## src/rtl/smaesh_svrs_share_loader.sv

```systemverilog
// Share loader for the masked AES core: assembles 8*d 32-bit words into one
// shared plaintext/key transaction and holds it sticky until the core accepts.
module smaesh_svrs_share_loader #(
    parameter int d     = 2,
    parameter int CNT_W = $clog2(8*d)
) (
    input  logic               clk,
    input  logic               rst,
    input  logic [31:0]        s_data,
    input  logic               s_valid,
    output logic               s_ready,
    input  logic               flush,
    output logic [128*d-1:0]   m_plain,
    output logic [128*d-1:0]   m_key,
    output logic               m_valid,
    input  logic               m_ready,
    output logic [CNT_W-1:0]   fill_level
);

    typedef enum logic {FILL, HOLD} state_e;

    localparam int               HALF_WORDS = 4*d;
    localparam logic [CNT_W-1:0] LAST_IDX   = CNT_W'(8*d - 1);

    state_e             state_q, state_d;
    logic [CNT_W-1:0]   cnt_q, cnt_d;
    logic [128*d-1:0]   plain_q;
    logic [128*d-1:0]   key_q;
    logic               wr_en;

    // A flushed cycle never stores its word, even though s_ready is high.
    assign wr_en = (state_q == FILL) && s_valid && !flush;

    // State register
    always_ff @(posedge clk) begin
        // NOTE: sequential state uses non-blocking assignments so every flop
        // samples the pre-edge values regardless of statement order.
        if (rst) begin
            state_q <= FILL;
            cnt_q   <= '0;
        end else begin
            state_q <= state_d;
            cnt_q   <= cnt_d;
        end
    end

    // Next-state logic
    always_comb begin
        // NOTE: defaults first, so no path through the case leaves a variable
        // unassigned and no latch is inferred.
        state_d = state_q;
        cnt_d   = cnt_q;
        unique case (state_q)
            FILL: begin
                if (flush) begin
                    cnt_d = '0;
                end else if (s_valid) begin
                    if (cnt_q == LAST_IDX) begin
                        state_d = HOLD;
                        cnt_d   = '0;
                    end else begin
                        cnt_d = cnt_q + 1'b1;
                    end
                end
            end
            HOLD: begin
                if (m_ready) state_d = FILL;
            end
            default: begin
                state_d = FILL;
                cnt_d   = '0;
            end
        endcase
    end

    // Data words: one write-enabled 32-bit slot per word index.
    for (genvar w = 0; w < HALF_WORDS; w++) begin : g_words
        // NOTE: the data registers carry no reset; they are only observed
        // while m_valid=1, by which point every slot has been written.
        always_ff @(posedge clk) begin
            if (wr_en && cnt_q == CNT_W'(w))
                plain_q[32*w +: 32] <= s_data;
            if (wr_en && cnt_q == CNT_W'(w + HALF_WORDS))
                key_q[32*w +: 32] <= s_data;
        end
    end

    // Outputs, decoded from registers only
    always_comb begin
        s_ready    = (state_q == FILL);
        m_valid    = (state_q == HOLD);
        fill_level = (state_q == FILL) ? cnt_q : '0;
    end

    assign m_plain = plain_q;
    assign m_key   = key_q;

endmodule

```

## config.mk

```make
export PLATFORM = sky130hd
export DESIGN_NAME = smaesh_svrs_share_loader
export DESIGN_NICKNAME = d
export VERILOG_FILES = /design/src/rtl/smaesh_svrs_share_loader.sv
export SDC_FILE = /design/constraint.sdc
export NUM_CORES = 1
export LEC_CHECK = 0
export CORE_MARGIN = 2
export CORE_UTILIZATION = 33
export CTS_CLUSTER_SIZE = 16
export DETAILED_ROUTE_END_ITERATION = 12
export REMOVE_ABC_BUFFERS = 1
export SYNTH_ARGS = -nofsm -noshare
export SYNTH_HDL_FRONTEND = slang
export SYNTH_SLANG_ARGS = --single-unit
```

## constraint.sdc

```tcl
create_clock -name clk -period 4.33 [get_ports clk]
set_input_delay 0.6495 -clock clk [delete_from_list [all_inputs] [get_ports clk]]
set_output_delay 0.6495 -clock clk [all_outputs]
set_load 0.1 [all_outputs]
```

==> results.tsv, run 1 <==
stage	metric	value	unit
outcome	status	finished clean	
synthesis	synthesized cell area	15800	um^2
placed_design	Final GP Congestion	0.782	
timing	RSZ-0062 raised after global routing	no	
synthesis	number of synthesized flops with an enable pin	512	
timing	final worst slack	1110	ps
global_route	vias in the first global route	8452	
clock_network	post_cts resized	0	
power_and_ir_drop	power per cell area	429	nW/um^2
finish	Area Overhead vs Synth	52.3	%
synthesis	Post-synth ARST share	0	
worst_hold_path	WHS Endpoint	cnt_q[0]	
drt	Routed Antenna Nets	0	
synthesis	synth unique cells	22	
floorplan	Die Ht	223	um
drt	DRT Pass-1 Iters	4	
finish	fraction of layout cells with a size suffix above 1	0.0944	
worst_setup_path	Largest stage delay, worst path	1130	ps
placed_design	HPWL after DPL	32.8	mm
timing	Tmin final	3220	ps
worst_setup_path	Setup crit end kind	primary output	
placed_design	Setup WS pre-CTS	1020	ps
worst_setup_path	worst r2r path cells	4	
worst_setup_path	Worst path slowest cell	clkdlybuf4s50_1	
global_route	first-pass GRT wire length	66.2	mm
finish	NumNets Final	1237	
worst_setup_path	Reg2Reg Capture Point	m_key[193]	
global_route	grt ovf	0	
power_and_ir_drop	peak supply drop	0.273	mV
clock_network	# clock sinks	517	
clock_network	clock latency on the worst-skew pair	590	ps
timing	max frequency	311	MHz
timing	final hold vios	0	
flow_run	max_cap viols	0	
worst_setup_path	CP Cell Sequence	and2b_2 -> clkdlybuf4s50_1	
timing	setup TNS	0	ps
clock_network	worst-case clock buffer depth	3	
placed_design	port bufs	554	
synthesis	sequential-to-total area share from yosys stat	0.979	
drt	# DRC	0	
drt	vias per cell	4.47	
timing	Final Max Tran Viols	0	
floorplan	io pins	555	
finish	Post-Layout Cell Count	1855	
floorplan	total die area	49700	um^2
finish	area of the multi-input gates	398	um^2
worst_setup_path	reg2reg start	m_valid	
power_and_ir_drop	Tot Pwr	10.3	mW
drt	Post-Route WL	48.3	mm
synthesis	Yosys reg bits	517	
timing	final setup fails	0	
floorplan	Die X	223	um
synthesis	Syn Inst Count	574	
timing	slew margin rel.	0.249	
drt	DR vias	8296	
power_and_ir_drop	static leakage	7.89	nW
synthesis	post-synth top area cell	edfxtp_1	
worst_hold_path	Worst Hold Class	reg -> reg	
timing	crit share post-route	0.743	
global_route	gr usage total	0.191	
synthesis	warnings from Yosys	0	
worst_setup_path	critical path class	reg -> out	
finish	fin util	0.506	
synthesis	synth top area cells	edfxtp_1 (97%), dfxtp_1 (0.63%), nor2_1 (0.33%)	
clock_network	CTS tree	built	
finish	Fillers	3834	
worst_hold_path	min-delay src	cnt_q[0]	
floorplan	initial core utilization	0.332	
worst_setup_path	CP Launch Type	flop	
synthesis	Post-synth top flop	edfxtp_1	
clock_network	postcts setup bufs	0	
floorplan	core area	47500	um^2
finish	Reg area	15500	um^2
timing	Setup Skew	15.0	ps
worst_setup_path	WP data required	3680	ps
synthesis	synthesized area per cell	27.5	um^2
clock_network	CTS root buffer	clkbuf_16	
clock_network	H-tree depth	2	
worst_setup_path	Worst Path Arrival	2570	ps
worst_setup_path	r2r setup slk	1780	ps
drt	DR WL/cell	26.1	um
placed_design	placed cells	1757	
floorplan	num rows	80	
timing	Slew @ Worst Pin	1120	ps
global_route	pin count of the biggest net entering global routing	33	
worst_hold_path	Worst Hold Depth	2	
finish	ant diodes	0	
clock_network	clk slew on worst S/H paths	60	ps
drt	initial DRC count	604	
clock_network	Hold Buf Count CTS	0	
clock_network	TritonCTS Buffers	52	
worst_setup_path	Worst Path Max Fanout	13	
synthesis	Yosys top cell area share	0.973	
global_route	initial antenna violation count	1	
[cell usage after synthesis, drive strengths merged, types with 2 or more instances]
cell type and instances:
dfxtp 5, nand2 7, nor2 14, ha 4, and2b 2, nand2b 2, nand4 2, clkbuf 2
nand3 3, inv 4, edfxtp 512, a21oi 4, nor3 4
[where the power goes]
part | internal (mW) | total (mW) | switching [mW] | leakage (nW)
Clock | 2.66 | 4.51 | 1.85 | 0.855
Combinational | 0.0595 | 0.296 | 0.237 | 2.38
Sequential | 5.52 | 5.53 | 0.00543 | 4.65
[per-layer routing]
metal  up-vias  wire (um)  GRT usage
met5         -          0          0
met4         0       1040     0.0537
met3        59       4490     0.0774
met2       424      23700      0.313
met1      4239      19100      0.233
li1       3574          -          -
[worst max-delay path, delay by kind of cell, from the launching register on]
family | cells | cell delay, ps
DFF | 1 | 630
and+or+nand+nor | 1 | 230
buffers and inverters | 1 | 1130
[worst max path at each step]
stage                          to  depth (start not counted)  slack (ps)  startpoint
floorplan              m_plain[0]                          3         330     m_valid
global placement       m_key[193]                          5        1110     s_valid
detailed placement     m_key[193]                          5        1020     s_valid
CTS                 fill_level[3]                          2        1080    cnt_q[3]
global route        fill_level[3]                          2         990    cnt_q[3]
finish              fill_level[3]                          2        1110    cnt_q[3]
[layout by cell type (no fill, tap or decap), drive strengths merged, types with 5 or more instances in the layout]
cell,Yosys,layout
buf,1,17
bufinv,0,7
clkbuf,2,59
clkdlybuf4s50,0,554
clkinv,0,26
dfxtp,5,5
edfxtp,512,512
inv,4,8
nand2,7,7
nor2,14,14
[area by class of cell]
| type | instances | area share |
|---|---|---|
| Timing Repair Buffer | 571 | 0.236 |
| Multi-Input combinational cell | 50 | 0.0165 |
| Clock inverter | 39 | 0.0159 |
| Clock buffer | 59 | 0.0560 |
| Sequential cell | 517 | 0.643 |
| Inverter | 4 | 0.000624 |
| Tap cell | 615 | 0.0320 |
[sequential cells by signal, summed over array words and instances, names as in the netlist]
register / count
m_valid: 1
cnt_q: 4
m_key: 256
m_plain: 256
[metrics by stage]
step	instance area, um^2	hold slack, ps
after floorplan	15800	472
after global placement	22300	488
after detailed placement	22300	518
after CTS	24100	524
after global routing	24100	557
final	24100	520
[cells by family (layout without fill, tap and decap cells)]
| kind of cell | after synthesis | in the layout | share of synthesized area |
|---|---|---|---|
| flip-flops | 517 | 517 | 0.979 |
| AND/OR/NAND/NOR | 38 | 38 | 0.0126 |
| AO/OA/AOI/OAI | 8 | 8 | 0.00293 |
| buffers and inverters | 7 | 673 | 0.00214 |
| adder cells (fa/ha/maj) | 4 | 4 | 0.00317 |
No activity file was read; power rests on OpenSTA's default activity.
==> inputs of run 2 (changes only) <==
clock period = 2.9 ns   (was 4.33 ns; I/O delays follow)
==> results.tsv, run 2 (synthesized netlist as in run 1, its figures left out) <==
stage	metric	value	unit
clock_network	worst-case clock buffer depth	3	
finish	most frequent cells in the layout	buf_4 (540), edfxtp_1 (512), clkbuf_16 (51), clkdlybuf4s50_1 (36), clkinv_1 (16)	
clock_network	postcts setup bufs	0	
drt	DR vias	8420	
power_and_ir_drop	Tot Pwr	15.0	mW
finish	Area Overhead vs Synth	44.8	%
placed_design	port bufs	554	
drt	initial DRC count	479	
drt	DR WL/cell	25.7	um
power_and_ir_drop	peak supply drop	0.661	mV
power_and_ir_drop	power per cell area	654	nW/um^2
finish	NumNets Final	1252	
floorplan	total die area	49700	um^2
floorplan	Die X	223	um
clock_network	CTS tree	built	
drt	WL met2	23.4	mm
finish	Reg area	15500	um^2
global_route	grt ovf	0	
global_route	vias in the first global route	8292	
worst_setup_path	WP data required	2470	ps
drt	WL met1	18.8	mm
global_route	gr usage total	0.187	
floorplan	initial core utilization	0.332	
drt	WL met3	4.44	mm
clock_network	clk slew on worst S/H paths	60	ps
timing	final hold vios	0	
timing	crit share post-route	0.748	
worst_setup_path	Worst Path Arrival	1730	ps
timing	slew margin rel.	0.515	
placed_design	Final GP Congestion	0.796	
timing	Final Max Tran Viols	0	
floorplan	io pins	555	
finish	ant diodes	0	
clock_network	Hold Buf Count CTS	0	
timing	max frequency	461	MHz
global_route	pin count of the biggest net entering global routing	33	
outcome	status	finished clean	
floorplan	core area	47500	um^2
timing	setup TNS	0	ps
worst_hold_path	Worst Hold Class	reg -> reg	
finish	most common cell after layout, fill and taps aside	buf_4	
drt	# DRC	0	
finish	Fillers	3971	
flow_run	max_cap viols	0	
timing	Tmin final	2170	ps
drt	DRT Pass-1 Iters	5	
timing	final setup fails	0	
timing	Setup Skew	15.5	ps
timing	Slew @ Worst Pin	725	ps
floorplan	Die Ht	223	um
drt	DR top layer	met4	
drt	Routed Antenna Nets	0	
finish	fraction of layout cells with a size suffix above 1	0.511	
finish	fin util	0.481	
clock_network	H-tree depth	2	
floorplan	num rows	80	
global_route	initial antenna violation count	0	
clock_network	clock latency on the worst-skew pair	590	ps
drt	Post-Route WL	48.1	mm
timing	RSZ-0062 raised after global routing	no	
clock_network	TritonCTS Buffers	51	
power_and_ir_drop	static leakage	8.39	nW
worst_setup_path	critical path class	reg -> out	
worst_setup_path	CP Launch Type	flop	
global_route	first-pass GRT wire length	65.2	mm
finish	area of the multi-input gates	398	um^2
finish	Post-Layout Cell Count	1867	
clock_network	post_cts resized	0	
placed_design	HPWL after DPL	33.2	mm
placed_design	placed cells	1773	
drt	vias per cell	4.51	
clock_network	# clock sinks	517	
worst_setup_path	Setup crit end kind	primary output	
clock_network	CTS root buffer	clkbuf_16	
timing	final hold slack	512	ps
worst_setup_path	Worst Path Max Fanout	13	
[run 2: cell count changes in the layout (fill, tap and decap cells not counted), sizes merged]
cell	before	now
clkdlybuf4s50	554	36
buf	17	551
bufinv	7	3
inv	8	6
clkinvlp	2	1
clkinv	26	29
[run 2: area by class of cell]
class,count,area share
multi-input cells,50,0.0174
clock inverters,35,0.0124
clock buffers,59,0.0571
well taps,615,0.0336
flip-flops and latches,517,0.676
inverters,4,0.000656
repair buffers,587,0.203
[run 2: final timing paths]
check | start | end | slack, ps | cells after the start
max reg2reg | m_valid | m_plain[10] | 900 | 4
min | cnt_q[0] | cnt_q[0] | 510 | 2
min reg2reg | cnt_q[0] | cnt_q[0] | 510 | 2
max | cnt_q[2] | fill_level[2] | 730 | 2
[run 2: power by group]
| group | internal (mW) | leakage (nW) | switching, mW |
|---|---|---|---|
| Combinational | 0.0830 | 2.96 | 0.355 |
| Sequential | 8.24 | 4.65 | 0.0114 |
| Clock | 3.51 | 0.779 | 2.75 |
[run 2: critical path, cell delays in order, from the launching register on]
cell and delay, ps:
dfxtp_1 630, and2b_2 230, buf_4 290
[run 2: metrics by stage]
stage	cell area [um^2]	setup slack, ps
3_3_place_gp	21300	406
5_1_grt	22900	638
6_report	22900	732
3_5_place_dp	21300	404
4_1_cts	22900	700
2_1_floorplan	15800	-1100
[run 2: per-layer routing]
metal | global-route usage | vias up
li1 | - | 3609
met1 | 0.234 | 4273
met2 | 0.302 | 459
met3 | 0.0697 | 79
met4 | 0.0632 | 0
met5 | 0 | -
==> inputs of run 3 (changes only) <==
clock period = 2.2 ns   (was 2.9 ns; I/O delays follow)
==> results.tsv, run 3 (synthesized netlist as in run 1, its figures left out) <==
stage	metric	value	unit
clock_network	Hold Buf Count CTS	0	
worst_setup_path	WP data required	1870	ps
finish	Reg area	15500	um^2
clock_network	# clock sinks	517	
clock_network	CTS root buffer	clkbuf_16	
outcome	status	finished clean	
floorplan	total die area	49700	um^2
floorplan	initial core utilization	0.332	
flow_run	max_cap viols	0	
timing	final hold vios	0	
finish	area of the multi-input gates	398	um^2
clock_network	clock latency on the worst-skew pair	580	ps
timing	Final Max Tran Viols	0	
placed_design	HPWL after DPL	35.6	mm
drt	initial DRC count	656	
floorplan	num rows	80	
clock_network	postcts setup bufs	0	
worst_setup_path	reg2reg start	cnt_q[0]	
floorplan	Die X	223	um
global_route	grt ovf	0	
global_route	initial antenna violation count	0	
clock_network	TritonCTS Buffers	51	
global_route	gr usage total	0.200	
clock_network	post_cts resized	0	
timing	Setup Skew	12.7	ps
power_and_ir_drop	power per cell area	857	nW/um^2
finish	Fillers	3875	
worst_setup_path	Setup crit end kind	primary output	
worst_hold_path	Worst Hold Depth	3	
timing	RSZ-0062 raised after global routing	no	
clock_network	CTS tree	built	
drt	DRT Pass-1 Iters	5	
timing	final worst slack	198	ps
timing	Slew @ Worst Pin	755	ps
power_and_ir_drop	static leakage	8.52	nW
timing	slew margin rel.	0.495	
worst_hold_path	WHS Endpoint	m_valid	
finish	ant diodes	0	
timing	final setup fails	0	
floorplan	Die Ht	223	um
clock_network	H-tree depth	2	
clock_network	clk slew on worst S/H paths	60	ps
floorplan	core area	47500	um^2
placed_design	Final GP Congestion	0.784	
placed_design	Setup WS pre-CTS	-57.4	ps
floorplan	io pins	555	
worst_setup_path	r2r setup slk	450	ps
drt	Post-Route WL	51.1	mm
timing	Tmin final	2000	ps
finish	most common cell after layout, fill and taps aside	buf_4	
worst_setup_path	CP Launch Type	flop	
worst_hold_path	Worst Hold Class	in -> reg	
finish	fraction of layout cells with a size suffix above 1	0.520	
drt	# DRC	0	
worst_hold_path	min-delay src	m_ready	
finish	NumNets Final	1272	
drt	Routed Antenna Nets	0	
finish	most frequent cells in the layout	buf_4 (547), edfxtp_1 (512), clkbuf_16 (51), clkdlybuf4s50_1 (36), buf_12 (24)	
worst_setup_path	Worst Path Max Fanout	5	
worst_setup_path	Worst Path Arrival	1670	ps
worst_setup_path	Reg2Reg Capture Point	m_plain[243]	
finish	Area Overhead vs Synth	46.8	%
global_route	vias in the first global route	8463	
drt	vias per cell	4.60	
placed_design	port bufs	554	
timing	crit share post-route	0.910	
power_and_ir_drop	peak supply drop	0.614	mV
clock_network	worst-case clock buffer depth	3	
timing	max frequency	499	MHz
worst_setup_path	critical path class	reg -> out	
worst_setup_path	worst r2r path cells	5	
drt	DR WL/cell	27.2	um
global_route	first-pass GRT wire length	69.2	mm
drt	DR vias	8661	
timing	setup TNS	0	ps
power_and_ir_drop	Tot Pwr	19.9	mW
global_route	pin count of the biggest net entering global routing	26	
-- run 3: through the flow --
step	hold WS [ps]	utilization	instances	area [um^2]
5_1_grt	416	0.488	1883	23200
2_1_floorplan	399	-	571	15800
6_report	428	0.488	1883	23200
3_3_place_gp	496	0.454	1793	21600
4_1_cts	396	0.488	1883	23200
3_5_place_dp	518	0.454	1793	21600
-- run 3: worst max path at each step --
stage	start	to	slack, ps	cells past startpoint
2_1_floorplan	m_valid	m_plain[0]	-1800	3
3_5_place_dp	s_valid	m_plain[94]	-60	6
5_1_grt	cnt_q[0]	fill_level[0]	40	3
3_3_place_gp	s_valid	m_plain[243]	-10	7
4_1_cts	cnt_q[0]	fill_level[0]	100	3
6_report	cnt_q[0]	fill_level[0]	200	3
-- run 3: area by class of cell --
cell class / count / area share
clock buffers: 60 / 0.0565
clock inverters: 30 / 0.0121
inverters: 4 / 0.000647
multi-input cells: 50 / 0.0172
flip-flops and latches: 517 / 0.667
well taps: 615 / 0.0332
repair buffers: 607 / 0.213
-- run 3: per-layer routing --
metal | vias up | part of all wire | wire length, um | global-route usage
met5 | - | 0 | 0 | 0
met4 | 0 | 0.024 | 1220 | 0.0550
met3 | 77 | 0.087 | 4450 | 0.0659
met2 | 459 | 0.49 | 24900 | 0.328
met1 | 4489 | 0.40 | 20600 | 0.256
li1 | 3636 | - | - | -
-- run 3: where the power goes --
part / internal [mW] / switching, mW / leakage (nW)
sequential: 10.9 / 0.0154 / 4.65
clock: 4.83 / 3.57 / 0.774
combinational: 0.121 / 0.478 / 3.10
total: 15.8 / 4.06 / 8.52
-- run 3: worst max-delay path, cell delays in order, from the launching register on --
cell and delay (ps):
dfxtp_1 400, inv_1 120, nor2_1 230, buf_4 340
